## src/rtl/shift_reg_seq_pkg.sv

```systemverilog
// Shared definitions for the shift_reg_seq slice.
//  - mode_e  : shift mode codes (LOGICAL/ARITH/ROTATE/SERIAL)
//  - state_e : sequencer states (IDLE/SHIFT/DONE)
//  - fill_bit: selects the bit entering the register for one step
package shift_reg_seq_pkg;

    typedef enum logic [1:0] {
        MODE_LOGICAL = 2'd0,
        MODE_ARITH   = 2'd1,
        MODE_ROTATE  = 2'd2,
        MODE_SERIAL  = 2'd3
    } mode_e;

    typedef enum logic [1:0] {
        ST_IDLE  = 2'd0,
        ST_SHIFT = 2'd1,
        ST_DONE  = 2'd2
    } state_e;

    // i_dir: 1 = right. i_msb is the current top bit, i_out the bit leaving.
    function automatic logic fill_bit(input mode_e i_mode, input logic i_dir,
                                      input logic i_msb, input logic i_out,
                                      input logic i_ser_in);
        logic w_fill;
        w_fill = 1'b0;
        case (i_mode)
            MODE_LOGICAL: w_fill = 1'b0;
            MODE_ARITH:   w_fill = i_dir ? i_msb : 1'b0;
            MODE_ROTATE:  w_fill = i_out;
            MODE_SERIAL:  w_fill = i_ser_in;
            default:      w_fill = 1'b0;
        endcase
        return w_fill;
    endfunction

endpackage

```

## src/rtl/shift_reg_seq_if.sv

```systemverilog
// Control/data bundle for shift_reg_seq.
//  Driven by master: load, data, start, amount, mode, dir, ser_in
//  Driven by slave : q, ser_out, busy, done
interface shift_reg_seq_if #(
    parameter int WIDTH = 8,
    parameter int CNT_W = $clog2(WIDTH + 1)
);

    logic             load;
    logic [WIDTH-1:0] data;
    logic             start;
    logic [CNT_W-1:0] amount;
    logic [1:0]       mode;
    logic             dir;
    logic             ser_in;
    logic [WIDTH-1:0] q;
    logic             ser_out;
    logic             busy;
    logic             done;

    modport master (
        output load, data, start, amount, mode, dir, ser_in,
        input  q, ser_out, busy, done
    );

    modport slave (
        input  load, data, start, amount, mode, dir, ser_in,
        output q, ser_out, busy, done
    );

endinterface

```

## src/rtl/shift_reg_seq_step.sv

```systemverilog
// Combinational single-bit shift step.
//  i_q      current register value
//  i_mode   shift mode
//  i_dir    1 = right (toward bit 0), 0 = left
//  i_ser_in fill bit for SERIAL mode
//  o_q      register value after one step
//  o_out    bit that leaves the register on this step
module shift_reg_seq_step
    import shift_reg_seq_pkg::*;
#(
    parameter int WIDTH = 8
) (
    input  logic [WIDTH-1:0] i_q,
    input  mode_e            i_mode,
    input  logic             i_dir,
    input  logic             i_ser_in,
    output logic [WIDTH-1:0] o_q,
    output logic             o_out
);

    logic w_out;
    logic w_fill;

    always_comb begin
        w_out  = i_dir ? i_q[0] : i_q[WIDTH-1];
        w_fill = fill_bit(i_mode, i_dir, i_q[WIDTH-1], w_out, i_ser_in);
        if (i_dir) begin
            o_q = {w_fill, i_q[WIDTH-1:1]};
        end else begin
            o_q = {i_q[WIDTH-2:0], w_fill};
        end
        o_out = w_out;
    end

endmodule

```

## src/rtl/shift_reg_seq.sv

```systemverilog
// Universal shift register with a multi-step shift sequencer.
//  clk   rising-edge clock
//  rst_n asynchronous active-low reset
//  bus   slave side of shift_reg_seq_if:
//        load/data  parallel load (IDLE only, beats start)
//        start      begin 'amount' single-bit steps with captured mode/dir
//        ser_in     SERIAL fill bit, sampled every step
//        q          register contents
//        ser_out    bit shifted out on the last step (held outside SHIFT)
//        busy       high while in SHIFT
//        done       one-cycle pulse when a sequence completes
module shift_reg_seq
    import shift_reg_seq_pkg::*;
#(
    parameter int WIDTH = 8,
    parameter int CNT_W = $clog2(WIDTH + 1)
) (
    input logic            clk,
    input logic            rst_n,
    shift_reg_seq_if.slave bus
);

    localparam logic [CNT_W-1:0] CNT_ONE = CNT_W'(1);

    state_e           r_state;
    state_e           w_next_state;
    logic [CNT_W-1:0] r_cnt;
    mode_e            r_mode;
    logic             r_dir;
    logic [WIDTH-1:0] r_q;
    logic             r_ser_out;
    logic [WIDTH-1:0] w_step_q;
    logic             w_step_out;

    shift_reg_seq_step #(
        .WIDTH (WIDTH)
    ) u_step (
        .i_q      (r_q),
        .i_mode   (r_mode),
        .i_dir    (r_dir),
        .i_ser_in (bus.ser_in),
        .o_q      (w_step_q),
        .o_out    (w_step_out)
    );

    always_ff @(posedge clk or negedge rst_n) begin
        if (!rst_n) begin
            r_state <= ST_IDLE;
        end else begin
            r_state <= w_next_state;
        end
    end

    always_comb begin
        w_next_state = r_state;
        case (r_state)
            ST_IDLE: begin
                if (!bus.load && bus.start) begin
                    w_next_state = (bus.amount == '0) ? ST_DONE : ST_SHIFT;
                end
            end
            // Counter holds steps still to do including this one.
            ST_SHIFT: begin
                if (r_cnt == CNT_ONE) begin
                    w_next_state = ST_DONE;
                end
            end
            ST_DONE:  w_next_state = ST_IDLE;
            default:  w_next_state = ST_IDLE;
        endcase
    end

    always_ff @(posedge clk or negedge rst_n) begin
        if (!rst_n) begin
            r_cnt     <= '0;
            r_mode    <= MODE_LOGICAL;
            r_dir     <= 1'b0;
            r_q       <= '0;
            r_ser_out <= 1'b0;
        end else begin
            case (r_state)
                ST_IDLE: begin
                    if (bus.load) begin
                        r_q <= bus.data;
                    end else if (bus.start) begin
                        r_cnt  <= bus.amount;
                        r_mode <= mode_e'(bus.mode);
                        r_dir  <= bus.dir;
                    end
                end
                ST_SHIFT: begin
                    r_q       <= w_step_q;
                    r_ser_out <= w_step_out;
                    r_cnt     <= r_cnt - CNT_ONE;
                end
                default: ;
            endcase
        end
    end

    assign bus.q       = r_q;
    assign bus.ser_out = r_ser_out;
    assign bus.busy    = (r_state == ST_SHIFT);
    assign bus.done    = (r_state == ST_DONE);

endmodule

```

## src/flat_wrapper.sv

```systemverilog
// flat-port wrapper written by rule: the top's interface ports become plain ports
module shift_reg_seq_flat import shift_reg_seq_pkg::*;
#(
    parameter int WIDTH = 8,
    parameter int CNT_W = $clog2(WIDTH + 1)
)
  (clk, rst_n, bus_load, bus_data, bus_start, bus_amount, bus_mode, bus_dir, bus_ser_in, bus_q, bus_ser_out, bus_busy, bus_done);
  shift_reg_seq_if #(.WIDTH(WIDTH), .CNT_W(CNT_W)) bus_i ();
  input logic clk;
  input logic rst_n;
  input wire logic [$bits(bus_i.load)-1:0] bus_load;
  input wire logic [$bits(bus_i.data)-1:0] bus_data;
  input wire logic [$bits(bus_i.start)-1:0] bus_start;
  input wire logic [$bits(bus_i.amount)-1:0] bus_amount;
  input wire logic [$bits(bus_i.mode)-1:0] bus_mode;
  input wire logic [$bits(bus_i.dir)-1:0] bus_dir;
  input wire logic [$bits(bus_i.ser_in)-1:0] bus_ser_in;
  output wire logic [$bits(bus_i.q)-1:0] bus_q;
  output wire logic [$bits(bus_i.ser_out)-1:0] bus_ser_out;
  output wire logic [$bits(bus_i.busy)-1:0] bus_busy;
  output wire logic [$bits(bus_i.done)-1:0] bus_done;
  assign bus_i.load = bus_load;
  assign bus_i.data = bus_data;
  assign bus_i.start = bus_start;
  assign bus_i.amount = bus_amount;
  assign bus_i.mode = bus_mode;
  assign bus_i.dir = bus_dir;
  assign bus_i.ser_in = bus_ser_in;
  assign bus_q = bus_i.q;
  assign bus_ser_out = bus_i.ser_out;
  assign bus_busy = bus_i.busy;
  assign bus_done = bus_i.done;
  shift_reg_seq #(.WIDTH(WIDTH), .CNT_W(CNT_W)) u_core (.clk(clk), .rst_n(rst_n), .bus(bus_i));
endmodule
```

## config.mk

```make
export PLATFORM = sky130hd
export DESIGN_NAME = shift_reg_seq_flat
export DESIGN_NICKNAME = d
export VERILOG_FILES = /design/src/rtl/shift_reg_seq_pkg.sv /design/src/rtl/shift_reg_seq_if.sv /design/src/rtl/shift_reg_seq_step.sv /design/src/rtl/shift_reg_seq.sv /design/src/flat_wrapper.sv
export SDC_FILE = /design/constraint.sdc
export NUM_CORES = 1
export LEC_CHECK = 0
export CORE_ASPECT_RATIO = 1.2
export CORE_MARGIN = 5
export CORE_UTILIZATION = 45
export CTS_BUF_LIST = sky130_fd_sc_hd__clkbuf_8
export DETAILED_ROUTE_END_ITERATION = 8
export PLACE_DENSITY = 0.83
export SLEW_MARGIN = 25
export SYNTH_ARGS = -nofsm -noshare
export SYNTH_HDL_FRONTEND = slang
export SYNTH_HIERARCHICAL = 1
export SYNTH_SLANG_ARGS = --single-unit
```

## constraint.sdc

```tcl
create_clock -name clk -period 1.8 [get_ports clk]
set_clock_uncertainty 0.15 [all_clocks]
set_input_delay 0.18 -clock clk [delete_from_list [all_inputs] [get_ports clk]]
set_output_delay 0.18 -clock clk [all_outputs]
set_load 0.02 [all_outputs]
```

==> run_summary.xml <==
<?xml version="1.0" encoding="UTF-8"?>
<metrics>
  <group name="outcome">
    <metric name="outcome" unit="">completed</metric>
  </group>
  <group name="route">
    <metric name="detailedRoute.firstIterationViolations" unit="">34</metric>
    <metric name="detail_route.first_pass.iterations" unit="">4</metric>
    <metric name="viasPerCell" unit="">5.570</metric>
    <metric name="route.detailed.wl_per_inst" unit="microns">15.61</metric>
    <metric name="detailroute.via_count" unit="">1036</metric>
    <metric name="route.final.wire_length" unit="microns">2903</metric>
    <metric name="drcViolationCount" unit="">0</metric>
    <metric name="drtAntennaViolNets" unit="">0</metric>
  </group>
  <group name="timing">
    <metric name="final.period_utilization" unit="">0.9418</metric>
    <metric name="setup-tns-final" unit="ns">0</metric>
    <metric name="setup_violations" unit="">0</metric>
    <metric name="max_slew.worst_pin.slew" unit="ns">0.5907</metric>
    <metric name="min_cycle_time_layout" unit="ns">1.695</metric>
    <metric name="slew-limit-headroom" unit="">0.6062</metric>
    <metric name="holdWs" unit="ns">0.1095</metric>
    <metric name="timing_limited_maximum_frequency" unit="MHz">589.9</metric>
    <metric name="grt_setup_unrepaired" unit="">no</metric>
    <metric name="finalHoldViolCount" unit="">0</metric>
    <metric name="layout_setup_ws" unit="ns">0.1047</metric>
    <metric name="maxSlewViolCount" unit="">0</metric>
  </group>
  <group name="final_layout">
    <metric name="final_nets" unit="">176</metric>
    <metric name="layout-drive-gt1-share" unit="">0.1634</metric>
    <metric name="postLayoutCoreUtil" unit="">0.6307</metric>
    <metric name="n_fill_cell" unit="">213</metric>
    <metric name="n_antenna_cell" unit="">0</metric>
    <metric name="fin_area" unit="sq mm">0.001594</metric>
    <metric name="synthToLayoutAreaGrowth" unit="%">36.26</metric>
  </group>
  <group name="clock_tree">
    <metric name="tritoncts" unit="">done</metric>
    <metric name="cell_chosen_for_the_clock_root" unit="">sky130_fd_sc_hd__clkbuf_8</metric>
    <metric name="cts_post_setup_buffers_inserted" unit="">0</metric>
    <metric name="worst_skew_pair.late_latency" unit="ns">0.25</metric>
    <metric name="clk_pin_slew" unit="ns">0.07</metric>
    <metric name="cts_max_path_buffers" unit="">2</metric>
    <metric name="cts_buffers" unit="">3</metric>
    <metric name="postCtsHoldBufs" unit="">0</metric>
    <metric name="number_of_sinks_driven_by_the_clock_tree" unit="">18</metric>
    <metric name="htree_levels" unit="">1</metric>
  </group>
  <group name="setup_path">
    <metric name="r2r-start" unit="">u_core/r_dir</metric>
    <metric name="capture_instance_of_the_worst_register_to_register_path" unit="">u_core/bus.q[2]</metric>
    <metric name="worst-endpoint-required" unit="ns">1.47</metric>
    <metric name="criticalPathCategory" unit="">reg2out</metric>
    <metric name="critical-path-slowest-cell" unit="">sky130_fd_sc_hd__clkdlybuf4s50_1</metric>
    <metric name="startpoint_type" unit="">register</metric>
    <metric name="critPathBufInv" unit="">1</metric>
    <metric name="worst-path-max-fanout" unit="">7</metric>
    <metric name="data_arrival_time_of_the_worst_path" unit="ns">1.37</metric>
    <metric name="critical-path-max-stage-delay" unit="ns">0.65</metric>
    <metric name="worst-r2r-cell-count" unit="">3</metric>
    <metric name="setup.reg_to_reg.worst_slack" unit="ns">0.21</metric>
    <metric name="critical_path.endpoint_type" unit="">output pin</metric>
    <metric name="crit_family" unit="">buffers and inverters</metric>
    <metric name="critical_path.cell_chain" unit="">clkdlybuf4s50_1</metric>
  </group>
  <group name="pwr">
    <metric name="ir_worst_vdd" unit="mV">0.8445</metric>
    <metric name="powerDensity" unit="mW/mm^2">1610</metric>
    <metric name="leakagePower" unit="uW">0.0006899</metric>
  </group>
  <group name="placement">
    <metric name="placement.cell_area" unit="sq mm">0.001538</metric>
    <metric name="finalWeightedCongestion" unit="">0.8980</metric>
    <metric name="dp_hpwl" unit="microns">2146</metric>
    <metric name="pre_cts_ws" unit="ns">-0.008996</metric>
    <metric name="portBuffers" unit="">30</metric>
  </group>
  <group name="synthesis">
    <metric name="synth_area_leader_cell" unit="">sky130_fd_sc_hd__dfrtp_1</metric>
    <metric name="synth_sequential_area_ratio" unit="">0.3850</metric>
    <metric name="synth-main-ff-cell" unit="">sky130_fd_sc_hd__dfrtp_1</metric>
    <metric name="synthTopCellsByArea" unit="">sky130_fd_sc_hd__dfrtp_1 39%, sky130_fd_sc_hd__mux2_4 9.0%, sky130_fd_sc_hd__nor2b_1 5.9%, sky130_fd_sc_hd__o21ai_1 5.1%, sky130_fd_sc_hd__a22oi_1 5.1%</metric>
    <metric name="synthesis.area_per_instance" unit="sq um">9.914</metric>
    <metric name="count_of_unique_library_cells_instantiated_by_yosys" unit="">33</metric>
    <metric name="postSynthRegisterBits" unit="">18</metric>
    <metric name="asyncSetResetFlopFracSynth" unit="">1.000</metric>
    <metric name="post-synth-top-area-fraction" unit="">0.3850</metric>
    <metric name="synthesis.instances" unit="">118</metric>
    <metric name="synthesized_nets" unit="">140</metric>
    <metric name="post_synth_instance_area" unit="sq mm">0.001170</metric>
    <metric name="yosysWarnings" unit="">6</metric>
    <metric name="count_of_flip_flops_with_a_built_in_enable_after_synthesis" unit="">0</metric>
  </group>
  <group name="global_routing">
    <metric name="grt_antenna_before_repair" unit="">0</metric>
    <metric name="grt_remaining_overflow" unit="">0</metric>
    <metric name="grtUsageTotal" unit="">0.1698</metric>
    <metric name="grt_max_degree" unit="">19</metric>
    <metric name="grt_pass1_wl" unit="microns">4968</metric>
    <metric name="vias_in_the_first_global_route" unit="">1110</metric>
  </group>
  <group name="job">
    <metric name="drv.max_cap_violation_count" unit="">0</metric>
  </group>
  <group name="die">
    <metric name="fp.dieArea" unit="sq mm">0.003724</metric>
    <metric name="core_area" unit="sq mm">0.002527</metric>
    <metric name="die_h" unit="microns">65.86</metric>
    <metric name="placementRows" unit="">20</metric>
    <metric name="floorplan.initialDensity" unit="">0.4629</metric>
    <metric name="dieWidth" unit="microns">56.55</metric>
    <metric name="top_level_ports" unit="">31</metric>
  </group>
  <group name="hold_path">
    <metric name="min_path_type" unit="">in2async</metric>
  </group>
</metrics>
how the worst max path moves through the flow:
stage	startpoint	end	slack [ns]	depth (start not counted)
floorplan	u_core/r_state[1]	bus_done	0.24	3
global placement	bus_amount[0]	u_core/r_state[1]	0.01	4
detailed placement	bus_amount[0]	u_core/r_state[1]	-0.009	4
CTS	u_core/r_state[0]	bus_done	0.02	2
global route	u_core/bus.q[0]	bus_q[0]	0.06	1
finish	u_core/bus.q[7]	bus_q[7]	0.10	1
cell usage after synthesis, drive strengths merged, types with 2 or more instances:
library cell and number:
dfrtp 18, o21ai 12, a21oi 11, nor2b 11, mux2 10, a22oi 8
nand2 8, buf 5, nand2b 5, inv 4, clkbuf 3, mux2i 3
ha 2, nand3b 2, nand4b 2, nor4bb 2
cell type report:
| cell class | instances | area, sq um | area share |
|---|---|---|---|
| inverter | 4 | 15.01 | 0.009419 |
| multi-input combinational | 88 | 663.1 | 0.4160 |
| sequential | 18 | 450.4 | 0.2826 |
| tap | 33 | 41.29 | 0.02590 |
| clock buffer | 4 | 55.05 | 0.03454 |
| timing repair buffer | 39 | 369.1 | 0.2316 |
report_power, final:
group          switching [uW]  total [uW]  internal (uW)
clock                     135         329            194
sequential                281         875            594
combinational             618        1360            744
state kept, by name, summed over array words and instances, names as in the netlist:
signal	flops
u_core/bus.q	8
u_core/r_mode	2
u_core/r_cnt	4
u_core/bus.ser_out	1
u_core/r_dir	1
u_core/r_state	2
logic make-up (layout without fill, tap and decap cells):
kind of cell / Yosys count / after routing / synth area share
buf+inv: 12 / 47 / 0.04812
compound gates: 37 / 37 / 0.1947
mux: 13 / 13 / 0.1444
simple gates: 36 / 36 / 0.2064
flops: 18 / 18 / 0.3850
fa+ha+maj: 2 / 2 / 0.02139
placed cells by master, fill, tap and decap left out:
master / Yosys / final
sky130_fd_sc_hd__inv_2: 2 / 2
sky130_fd_sc_hd__nor2b_1: 11 / 11
sky130_fd_sc_hd__a21oi_2: 1 / 1
sky130_fd_sc_hd__nor3b_1: 1 / 1
sky130_fd_sc_hd__a31oi_1: 1 / 1
sky130_fd_sc_hd__buf_4: 0 / 9
sky130_fd_sc_hd__inv_1: 2 / 2
sky130_fd_sc_hd__or4_4: 1 / 1
sky130_fd_sc_hd__dfrtp_1: 18 / 18
sky130_fd_sc_hd__clkdlybuf4s50_1: 0 / 28
sky130_fd_sc_hd__dlygate4sd2_1: 0 / 1
sky130_fd_sc_hd__nand2b_1: 5 / 5
sky130_fd_sc_hd__o21bai_1: 1 / 1
sky130_fd_sc_hd__a222oi_1: 1 / 1
sky130_fd_sc_hd__clkbuf_8: 0 / 4
sky130_fd_sc_hd__nand3b_1: 2 / 2
sky130_fd_sc_hd__nor4bb_1: 2 / 2
sky130_fd_sc_hd__a22oi_1: 8 / 8
sky130_fd_sc_hd__a21oi_1: 10 / 10
sky130_fd_sc_hd__mux2_4: 7 / 7
sky130_fd_sc_hd__o211ai_1: 1 / 1
sky130_fd_sc_hd__nand3_1: 1 / 1
sky130_fd_sc_hd__mux2i_1: 3 / 3
sky130_fd_sc_hd__dlymetal6s2s_1: 0 / 1
sky130_fd_sc_hd__mux2_1: 3 / 3
sky130_fd_sc_hd__nand4b_1: 2 / 2
sky130_fd_sc_hd__nor4b_4: 1 / 1
sky130_fd_sc_hd__a2bb2oi_1: 1 / 1
sky130_fd_sc_hd__nor3_1: 1 / 1
sky130_fd_sc_hd__ha_1: 2 / 2
sky130_fd_sc_hd__o311ai_1: 1 / 1
sky130_fd_sc_hd__nand2_1: 8 / 8
sky130_fd_sc_hd__or3_1: 1 / 1
sky130_fd_sc_hd__o21ai_1: 12 / 12
metal layers:
layer  up-vias  global-route usage  wire length (microns)
li1        499                   -                      -
met1       502              0.1861                   1218
met2        27              0.3035                   1515
met3         8             0.02930                     86
met4         0              0.1009                     82
met5         -                   0                      0
metrics by stage:
step,total power (uW),cells
after global routing,2755,186
after CTS,2579,186
final,2566,186
after global placement,2192,182
after detailed placement,2251,182
after floorplan,1768,118
timing repair:
item	CTS	global route
endpoints found under the setup margin	1	1
cloned	0	0
resized for setup	1	1
pin swaps	0	0
endpoints found under the hold margin	0	0
Note: power is estimated with default switching activity, not from simulation.
